===== config.mk =====
export PLATFORM = sky130hd
export DESIGN_NAME = regfile_wb_arbiter
export DESIGN_NICKNAME = d
export VERILOG_FILES = /design/src/rtl/regfile_wb_arbiter.sv
export SDC_FILE = /design/constraint.sdc
export NUM_CORES = 1
export LEC_CHECK = 0
export CAP_MARGIN = 10
export CORE_MARGIN = 2
export CORE_UTILIZATION = 36
export CTS_BUF_LIST = sky130_fd_sc_hd__clkbuf_8 sky130_fd_sc_hd__clkbuf_16
export DETAILED_ROUTE_END_ITERATION = 12
export PLACE_DENSITY = 0.75
export SLEW_MARGIN = 10
export SYNTH_ARGS = -nofsm -noshare
export SYNTH_HDL_FRONTEND = slang
export SYNTH_SLANG_ARGS = --single-unit

===== constraint.sdc =====
create_clock -name clk -period 1.6 [get_ports clk]
set_clock_uncertainty 0.15 [all_clocks]
set_input_delay 0.48 -clock clk [delete_from_list [all_inputs] [get_ports clk]]
set_output_delay 0.48 -clock clk [all_outputs]
set_load 0.005 [all_outputs]

===== src/rtl/regfile_wb_arbiter.sv =====
// Round-robin arbiter sharing the register-file write port between the ALU and load
// write-back paths, with a registered write strobe and a pending-write scoreboard.
module regfile_wb_arbiter #(
  parameter  int DATA_W = 8,
  parameter  int ADDR_W = 3,
  localparam int NREGS  = 2 ** ADDR_W
) (
  input  logic              clk,
  input  logic              rst,
  input  logic              req0_valid,
  input  logic [ADDR_W-1:0] req0_addr,
  input  logic [DATA_W-1:0] req0_data,
  output logic              req0_ready,
  input  logic              req1_valid,
  input  logic [ADDR_W-1:0] req1_addr,
  input  logic [DATA_W-1:0] req1_data,
  output logic              req1_ready,
  input  logic              reserve_valid,
  input  logic [ADDR_W-1:0] reserve_addr,
  input  logic [ADDR_W-1:0] hz_addr0,
  input  logic [ADDR_W-1:0] hz_addr1,
  output logic              hazard,
  output logic [NREGS-1:0]  pending,
  output logic              write_enable,
  output logic [ADDR_W-1:0] write_addr,
  output logic [DATA_W-1:0] write_data
);

  typedef enum logic {
    PRI_REQ0 = 1'b0,
    PRI_REQ1 = 1'b1
  } prio_e;

  prio_e             ptr_q, ptr_d;
  logic              write_enable_q, write_enable_d;
  logic [ADDR_W-1:0] write_addr_q, write_addr_d;
  logic [DATA_W-1:0] write_data_q, write_data_d;
  logic [NREGS-1:0]  pending_q, pending_d;

  logic              grant0, grant1, xfer;
  logic [ADDR_W-1:0] xfer_addr;
  logic [DATA_W-1:0] xfer_data;

  // NOTE: every signal written here gets a default first, so no path leaves it
  // unassigned and no latch is inferred.
  always_comb begin
    grant0    = req0_valid && (!req1_valid || (ptr_q == PRI_REQ0));
    grant1    = req1_valid && (!req0_valid || (ptr_q == PRI_REQ1));
    xfer      = grant0 || grant1;
    xfer_addr = grant1 ? req1_addr : req0_addr;
    xfer_data = grant1 ? req1_data : req0_data;

    // The pointer only moves under contention, so a lone requester never loses its turn.
    ptr_d = ptr_q;
    if (req0_valid && req1_valid) begin
      ptr_d = (ptr_q == PRI_REQ0) ? PRI_REQ1 : PRI_REQ0;
    end

    write_enable_d = 1'b0;
    write_addr_d   = write_addr_q;
    write_data_d   = write_data_q;
    if (xfer) begin
      write_addr_d   = xfer_addr;
      write_data_d   = xfer_data;
      write_enable_d = (xfer_addr != '0);
    end

    // Clear before set: a reserve landing with a retiring write to the same register wins.
    pending_d = pending_q;
    if (xfer) begin
      pending_d[xfer_addr] = 1'b0;
    end
    if (reserve_valid && (reserve_addr != '0)) begin
      pending_d[reserve_addr] = 1'b1;
    end
    pending_d[0] = 1'b0;
  end

  // NOTE: state registers use non-blocking assignments so every flop samples
  // the pre-edge values regardless of process evaluation order.
  always_ff @(posedge clk or negedge rst) begin
    if (!rst) begin
      ptr_q          <= PRI_REQ0;
      write_enable_q <= 1'b0;
      write_addr_q   <= '0;
      write_data_q   <= '0;
      pending_q      <= '0;
    end else begin
      ptr_q          <= ptr_d;
      write_enable_q <= write_enable_d;
      write_addr_q   <= write_addr_d;
      write_data_q   <= write_data_d;
      pending_q      <= pending_d;
    end
  end

  assign req0_ready   = grant0;
  assign req1_ready   = grant1;
  assign hazard       = pending_q[hz_addr0] | pending_q[hz_addr1];
  assign pending      = pending_q;
  assign write_enable = write_enable_q;
  assign write_addr   = write_addr_q;
  assign write_data   = write_data_q;

endmodule


-- Word level (Yosys, flattened, before mapping)
Cells that the tools add are included.
- bitwise logic cells: 5
- $lt $le $gt $ge: 6
- multiplexer cells: 14
- reduce and logical (&&, ||, !) cells: 13
- operator list (cell ; count):
    two-way mux 8 bit ; 3
    < comparator 3 x 4 -> 1 bit, second input constant ; 4
    AND 8 bit ; 1
    NOT 8 bit ; 1
    OR 8 bit ; 1
    binary-select mux 1 bit (select 3 bit) ; 2
    demux 1 bit (select 3 bit) ; 2
    >= comparator 3 x 1 -> 1 bit, second input constant ; 2
    logical AND 1 bit ; 6
    two-way mux 1 bit ; 6
    nonzero test 3 bit ; 2
    logical OR 1 bit ; 3
    two-way mux 3 bit ; 1
    zero test 1 bit ; 2
    NOT 1 bit ; 1
    OR 1 bit ; 1
- logic and storage cells: 43
- flip-flop bits (word level): 20

-- Depth between registers and ports, before layout
Gate-level depths: netlist of the first run.
- depth in word-level cells: 13
- depth in mapped cells: 7
- depth with buffers taken out: 5

-- Worst setup path before layout of the first run
Ideal clock, no wire load.
- path kind: input -> output
- from: in hz_addr1[0]
- to: out hazard
- stages on the path: 3
- arrival: 1.144 ns
- data required time: 0.970 ns
- path buffers: 0
- setup slack: -0.174 ns
- cell sequence: mux4_2 > mux2i_1 > nand2_1
- cells in the longest elaborated chain, start to end: 3
- RTL lines (item ; RTL line ; text):
    from (decl) ; 21 ; input logic [ADDR_W-1:0] hz_addr1,
    binary-select mux 1 bit (select 3 bit) ; 99 ; assign hazard = pending_q[hz_addr0] | pending_q[hz_addr1];
    two-way mux 1 bit (implied by the code) ; 99 ;
    OR 1 bit ; 99 ;
    to (decl) ; 22 ; output logic hazard,
Every way passes these cells. The select of a mux whose other input is x is not followed.

-- Worst setup path in the final report of the first run
- from: reg pending_q[7] (netlist: pending[7])
- to: out hazard
- cells in the longest elaborated chain, start to end: 3
- RTL lines (item ; RTL line ; text):
    from (decl) ; 38 ; logic [NREGS-1:0] pending_q, pending_d;
    from (signal assigned) ; 93 ; pending_q <= pending_d;
    binary-select mux 1 bit (select 3 bit) ; 99 ;
    two-way mux 1 bit (implied by the code) ; 99 ;
    OR 1 bit (*) ; 99 ;
Every way passes the cells marked *; elsewhere a longest branch is shown, timed or not. The select of a mux whose other input is x is not followed.

==> results.sh, run 1 <==
export IMPL_drive_above_1_share_pct=31.0
export IMPL_place_ws_ns=-1.22
export IMPL_die_area_um2=3870
export IMPL_hold_viol=0
export IMPL_crit_arrival_ns=1.45
export IMPL_wl_per_cell_um=14.5
export IMPL_cts_sinks=20
export IMPL_clockRootBuffer="clkbuf_8"
export IMPL_final_nets=267
export IMPL_status="finished, violations left"
export IMPL_via_per_inst=5.23
export IMPL_core_um2=3280
export IMPL_violations="negative setup slack"
export IMPL_dr_pass1_iters=4
export IMPL_p_leak_nw=0.970
export IMPL_drtIter0Drc=25
export IMPL_ir_worst_vdd_uv=715
export IMPL_final_cell_area_um2=2180
export IMPL_worst_slack_ns=-0.485
export IMPL_syn_to_final_growth_pct=78.4
export IMPL_intPower_mw=1.39
export IMPL_worstReg2RegStart="ptr_q$_DFFE_PN0P_"
export IMPL_syn_nets=176
export IMPL_grt_start_max_net_pins=23
export IMPL_diodes=0
export IMPL_setup_viol=6
export IMPL_dieHeight_um=62.2
export IMPL_placement_cell_area_um2=2000
export IMPL_ant_nets=0
export IMPL_die_x_um=62.2
export IMPL_ys_ff_latch=20
export IMPL_antenna_found_initial=0
export IMPL_overflow=0
export IMPL_path_clk_slew_ns=0.07
export IMPL_portBuffers=57
export IMPL_slew_viol_final=0
export IMPL_cap_violations=0
export IMPL_hpwl_mm=2.93
export IMPL_yosysUniqueCellTypes=30
export IMPL_grt_pass1_wl_mm=6.45
export IMPL_crit_required_ns=0.97
export IMPL_p_sw_mw=0.650
export IMPL_crit_path_end_kind="output port"
export IMPL_hold_buffers=0
export IMPL_clock_latency_ns=0.25
export IMPL_pin_count=59
export IMPL_synth_cells=140
export IMPL_num_vias=1439
export IMPL_fin_crit_sh_pct=130
export IMPL_cts_tree="done"
export IMPL_synth_area_um2=1220
export IMPL_cp_max_fo=3
export IMPL_grt_pass1_vias=1534
export IMPL_yosysSeqAreaShare_pct=41.0
export IMPL_final_core_util_pct=66.2
export IMPL_fillers=282
export IMPL_clockPowerShare_pct=15.3
export IMPL_drcViolationCount=0
export IMPL_std_cell_rows=21
export IMPL_start_kind="flop"
export IMPL_startpoint="pending[7]$_DFF_PN0_"
export IMPL_min_delay_start="write_addr[0]$_DFFE_PN0N_"
export IMPL_cts_path_max_buffers=2
export IMPL_crit_type="reg2out"
export IMPL_hold_path_class="reg2reg"
export IMPL_p_sw_share_pct=31.9
export IMPL_postSynthAreaPerCell_um2=8.71
export IMPL_p_seq_share_pct=34.4
export IMPL_gr_usage_all_layers_pct=20.4
export IMPL_htreeDepth=1
export IMPL_rsz0062_at_grt="yes"
export IMPL_routed_wl_mm=3.99
export IMPL_globalplace_congestion=0.824
export IMPL_numCtsBuffers=3
export IMPL_initial_core_util_pct=37.1
export IMPL_min_period_ns=2.08
export IMPL_max_freq_mhz=480
export IMPL_yosysWarnings=0
export IMPL_comb_power_share_pct=50.3
export IMPL_p_per_area_nw_per_um2=936
export IMPL_whs_ns=0.339
-- path summary, 6_finish.rpt --
| path | to | slack (ns) | cells past startpoint |
|---|---|---|---|
| worst max-delay path | hazard | -0.48 | 4 |
| worst min-delay path | write_addr[0]$_DFFE_PN0N_ | 0.34 | 1 |
| worst max register to register | pending[4]$_DFF_PN0_ | 0.03 | 8 |
| worst min register to register | write_addr[0]$_DFFE_PN0N_ | 0.34 | 1 |
| max in group asynchronous | pending[7]$_DFF_PN0_ | 0.67 | 2 |
| min in group asynchronous | write_data[4]$_DFFE_PN0N_ | 0.42 | 2 |
-- synth_stat cells --
cell type	n	area share, %
nand2_2	1	0.51
buf_2	4	1.6
clkbuf_1	2	0.62
nor4bb_1	2	1.6
mux4_2	2	3.7
nand4b_1	4	2.9
nand2b_1	9	4.6
xnor2_1	1	0.72
o22ai_1	2	1.0
and4b_1	1	0.82
buf_4	1	0.62
nand2_1	15	4.6
dfrtp_1	20	41
mux2i_1	4	3.3
a32oi_1	3	2.2
a21oi_1	25	10
o211ai_1	1	0.62
inv_2	1	0.31
o31a_1	1	0.72
o311ai_0	3	2.2
nand4_1	2	1.0
o21ai_0	11	4.5
conb_1	1	0.31
o31ai_1	2	1.2
inv_1	7	2.2
nand3_1	3	1.2
o311ai_2	1	1.3
a21boi_1	1	0.62
nor2_1	9	2.8
buf_6	1	0.92
-- cells in the final DEF, fill, tap and decap left out, drive strengths merged --
cell           instances
buf                   49
clkdlybuf4s50         28
a21oi                 25
dfrtp                 20
nand2                 16
dlygate4sd2           14
o21ai                 11
nand2b                 9
nor2                   9
inv                    8
nand4b                 4
mux2i                  4
clkbuf                 4
o311ai                 4
nand3                  3
a32oi                  3
nand4                  2
nor4bb                 2
mux4                   2
o22ai                  2
dlymetal6s2s           2
o31ai                  2
a21boi                 1
and4b                  1
o211ai                 1
o31a                   1
xnor2                  1
conb                   1
-- cell type report --
| class | count | area [µm²] | area share [%] |
|---|---|---|---|
| repair buffers | 94 | 825 | 37.9 |
| multi-input cells | 104 | 722 | 33.2 |
| flip-flops and latches | 20 | 500 | 23.0 |
| well taps | 46 | 57.6 | 2.65 |
| clock buffers | 3 | 41.3 | 1.90 |
| inverters | 8 | 30.0 | 1.38 |
-- flip-flops by register name, indices dropped and copies added, names as in the netlist --
name	cells
write_data	8
pending	7
write_addr	3
ptr_q	1
write_enable	1
-- through the flow --
| stage | TNS, ns | total power [mW] | instances |
|---|---|---|---|
| after global routing | -1.03 | 2.18 | 275 |
| final | -0.735 | 2.04 | 275 |
| after detailed placement | -10.76 | 1.60 | 261 |
| after CTS | -1.10 | 2.00 | 275 |
| after floorplan | -0.174 | 1.06 | 140 |
| after global placement | -9.93 | 1.57 | 261 |
-- critical path, stage by stage (launching register included) --
cell	delay [ns]
dfrtp_1	0.40
mux4_2	0.47
mux2i_1	0.15
nand2_1	0.06
buf_2	0.12
-- logic make-up (layout without fill, tap and decap cells) --
kind of cell,after synthesis,count (layout),share of synthesized area [%]
XOR/XNOR,1,1,0.718
AND/OR/NAND/NOR,46,46,20.1
multiplexers,6,6,6.97
AO/OA/AOI/OAI,50,50,24.6
other,1,1,0.307
buffers and inverters,16,105,6.26
flip-flops,20,20,41.0
-- layer usage --
layer | global-route usage, % | share of wire [%]
met5 | 0 | 0
met2 | 39.9 | 54
met1 | 22.2 | 38
met4 | 3.89 | 0.95
met3 | 4.89 | 7.4
-- power groups by stage --
| stage | registers, mW | logic, mW | clock network [mW] |
|---|---|---|---|
| global placement | 0.702 | 0.866 | 0 |
| CTS | 0.701 | 0.970 | 0.326 |
| detailed placement | 0.708 | 0.894 | 0 |
| floorplan | 0.717 | 0.340 | 0 |
| finish | 0.701 | 1.02 | 0.312 |
| global route | 0.716 | 1.12 | 0.351 |
-- timing repair --
item / CTS / global route
setup buffers: 17 / 5
resized for setup: 74 / 25
endpoints found under the setup margin: 41 / 17
gates cloned: 0 / 0
pin swaps: 10 / 2
No activity file was read; power rests on OpenSTA's default activity.
==> run 2, diff against run 1 <==
--- a/config.mk
+++ b/config.mk
@@ -5,6 +5,7 @@
 export SDC_FILE = /design/constraint.sdc
 export NUM_CORES = 1
 export LEC_CHECK = 0
+export ABC_CLOCK_PERIOD_IN_PS = 1600
 export CAP_MARGIN = 10
 export CORE_MARGIN = 2
 export CORE_UTILIZATION = 36
==> constraint.sdc (replaced) <==
create_clock -name clk -period 1.6 [get_ports clk]
set_clock_uncertainty 0.15 [all_clocks]
set_input_delay 0.4 -clock clk [delete_from_list [all_inputs] [get_ports clk]]
set_output_delay 0.4 -clock clk [all_outputs]
set_load 0.005 [all_outputs]
==> run 2 against run 1 <==
The flow still finishes with violations (negative setup slack). Critical path type unchanged. Cell count down 2.9%. Wire length about the same. Via count fell by 1.1%. Total power decreased by 2.2%.
==> results.sh, run 2 (synthesis results as in run 1) <==
export IMPL_routed_wl_mm=3.99
export IMPL_grt_pass1_vias=1526
export IMPL_cts_sinks=20
export IMPL_min_period_ns=2.02
export IMPL_hpwl_mm=3.02
export IMPL_final_cell_area_um2=2110
export IMPL_via_per_inst=5.33
export IMPL_critPathBufInv=1
export IMPL_rsz0062_at_grt="yes"
export IMPL_globalplace_congestion=0.776
export IMPL_final_cell_count_no_fill=267
export IMPL_pin_count=59
export IMPL_die_area_um2=3870
export IMPL_ant_nets=0
export IMPL_syn_to_final_growth_pct=73.2
export IMPL_dr_pass1_iters=4
export IMPL_place_ws_ns=-1.06
export IMPL_ir_worst_vdd_uv=573
export IMPL_overflow=0
export IMPL_power_mw=1.99
export IMPL_final_nets=259
export IMPL_grt_start_max_net_pins=24
export IMPL_placement_cell_area_um2=1980
export IMPL_start_kind="flop"
export IMPL_cts_path_max_buffers=2
export IMPL_cp_top_family="multiplexers"
export IMPL_violations="negative setup slack"
export IMPL_diodes=0
export IMPL_hold_path_class="in2async"
export IMPL_crit_required_ns=1.05
export IMPL_final_core_util_pct=64.3
export IMPL_whs_ns=0.336
export IMPL_antenna_found_initial=0
export IMPL_crit_type="reg2out"
export IMPL_path_clk_slew_ns=0.08
export IMPL_initial_core_util_pct=37.1
export IMPL_max_freq_mhz=495
export IMPL_crit_arrival_ns=1.47
export IMPL_die_x_um=62.2
export IMPL_status="finished, violations left"
export IMPL_gr_usage_all_layers_pct=21.6
export IMPL_hold_viol=0
export IMPL_slew_viol_final=0
export IMPL_htreeDepth=1
export IMPL_layout_common_cells="clkdlybuf4s50_1 (29), a21oi_1 (25), buf_4 (21)"
export IMPL_core_um2=3280
export IMPL_cap_violations=0
export IMPL_fin_crit_sh_pct=126
export IMPL_cp_max_fo=3
export IMPL_setup_viol=1
export IMPL_grt_pass1_wl_mm=6.80
export IMPL_p_leak_nw=0.926
export IMPL_p_per_area_nw_per_um2=943
export IMPL_clock_latency_ns=0.25
export IMPL_wl_per_cell_um=15.0
export IMPL_cpPeakStageDelay_ns=0.46
export IMPL_num_vias=1423
export IMPL_crit_path_end_kind="output port"
export IMPL_cp_slowest_cell="mux4_2"
export IMPL_worst_slack_ns=-0.422
export IMPL_std_cell_rows=21
export IMPL_clockRootBuffer="clkbuf_8"
export IMPL_drcViolationCount=0
export IMPL_dieHeight_um=62.2
export IMPL_largest_register_ffs=8
export IMPL_cp_cell_sequence="mux4_2 -> mux2i_1 -> nand2_1 -> buf_2"
export IMPL_portBuffers=57
export IMPL_totalNegativeSetupSlack_ns=-0.422
export IMPL_final_common_cell="clkdlybuf4s50_1"
export IMPL_dp_cells=259
export IMPL_fillers=293
export IMPL_drtIter0Drc=50
export IMPL_cts_tree="done"
export IMPL_numCtsBuffers=3
export IMPL_drive_above_1_share_pct=23.1
[run 2: power breakdown]
group / total, mW / switching (mW) / internal, mW
registers: 0.706 / 0.0826 / 0.623
clock network: 0.331 / 0.163 / 0.168
logic: 0.956 / 0.407 / 0.549
[run 2: worst paths after layout]
kind	from	endpoint	slack [ns]	depth (start not counted)
max	pending[2]$_DFF_PN0_	hazard	-0.42	4
min	rst	write_data[3]$_DFFE_PN0N_	0.34	2
max reg2reg	ptr_q$_DFFE_PN0P_	pending[3]$_DFF_PN0_	0.08	6
min reg2reg	write_addr[0]$_DFFE_PN0N_	write_addr[0]$_DFFE_PN0N_	0.35	1
max in group asynchronous	rst	write_addr[2]$_DFFE_PN0N_	0.74	2
min in group clk	write_addr[0]$_DFFE_PN0N_	write_addr[0]$_DFFE_PN0N_	0.35	1
[run 2: routing by layer]
| metal | routed length (µm) | up-vias | global-route usage (%) |
|---|---|---|---|
| met5 | 0 | - | 0 |
| met4 | 109 | 0 | 9.17 |
| met2 | 2050 | 58 | 40.6 |
| li1 | - | 672 | - |
| met1 | 1580 | 683 | 23.2 |
| met3 | 249 | 10 | 4.53 |
[run 2: area by class of cell]
cell class	instances	area (µm²)	share of cell area, %
Tap cell	46	57.6	2.72
Clock buffer	3	41.3	1.95
Multi-Input combinational cell	104	686	32.4
Sequential cell	20	500	23.7
Inverter	8	32.5	1.54
Timing Repair Buffer	86	796	37.7
[run 2: repair_timing]
item                       4_1_cts  5_1_grt
hold buffers                     0        0
pin swaps                        2        2
setup endpoints to repair       34       18
cloned                           0        0
resized for setup               60       19
setup buffers                    5        3
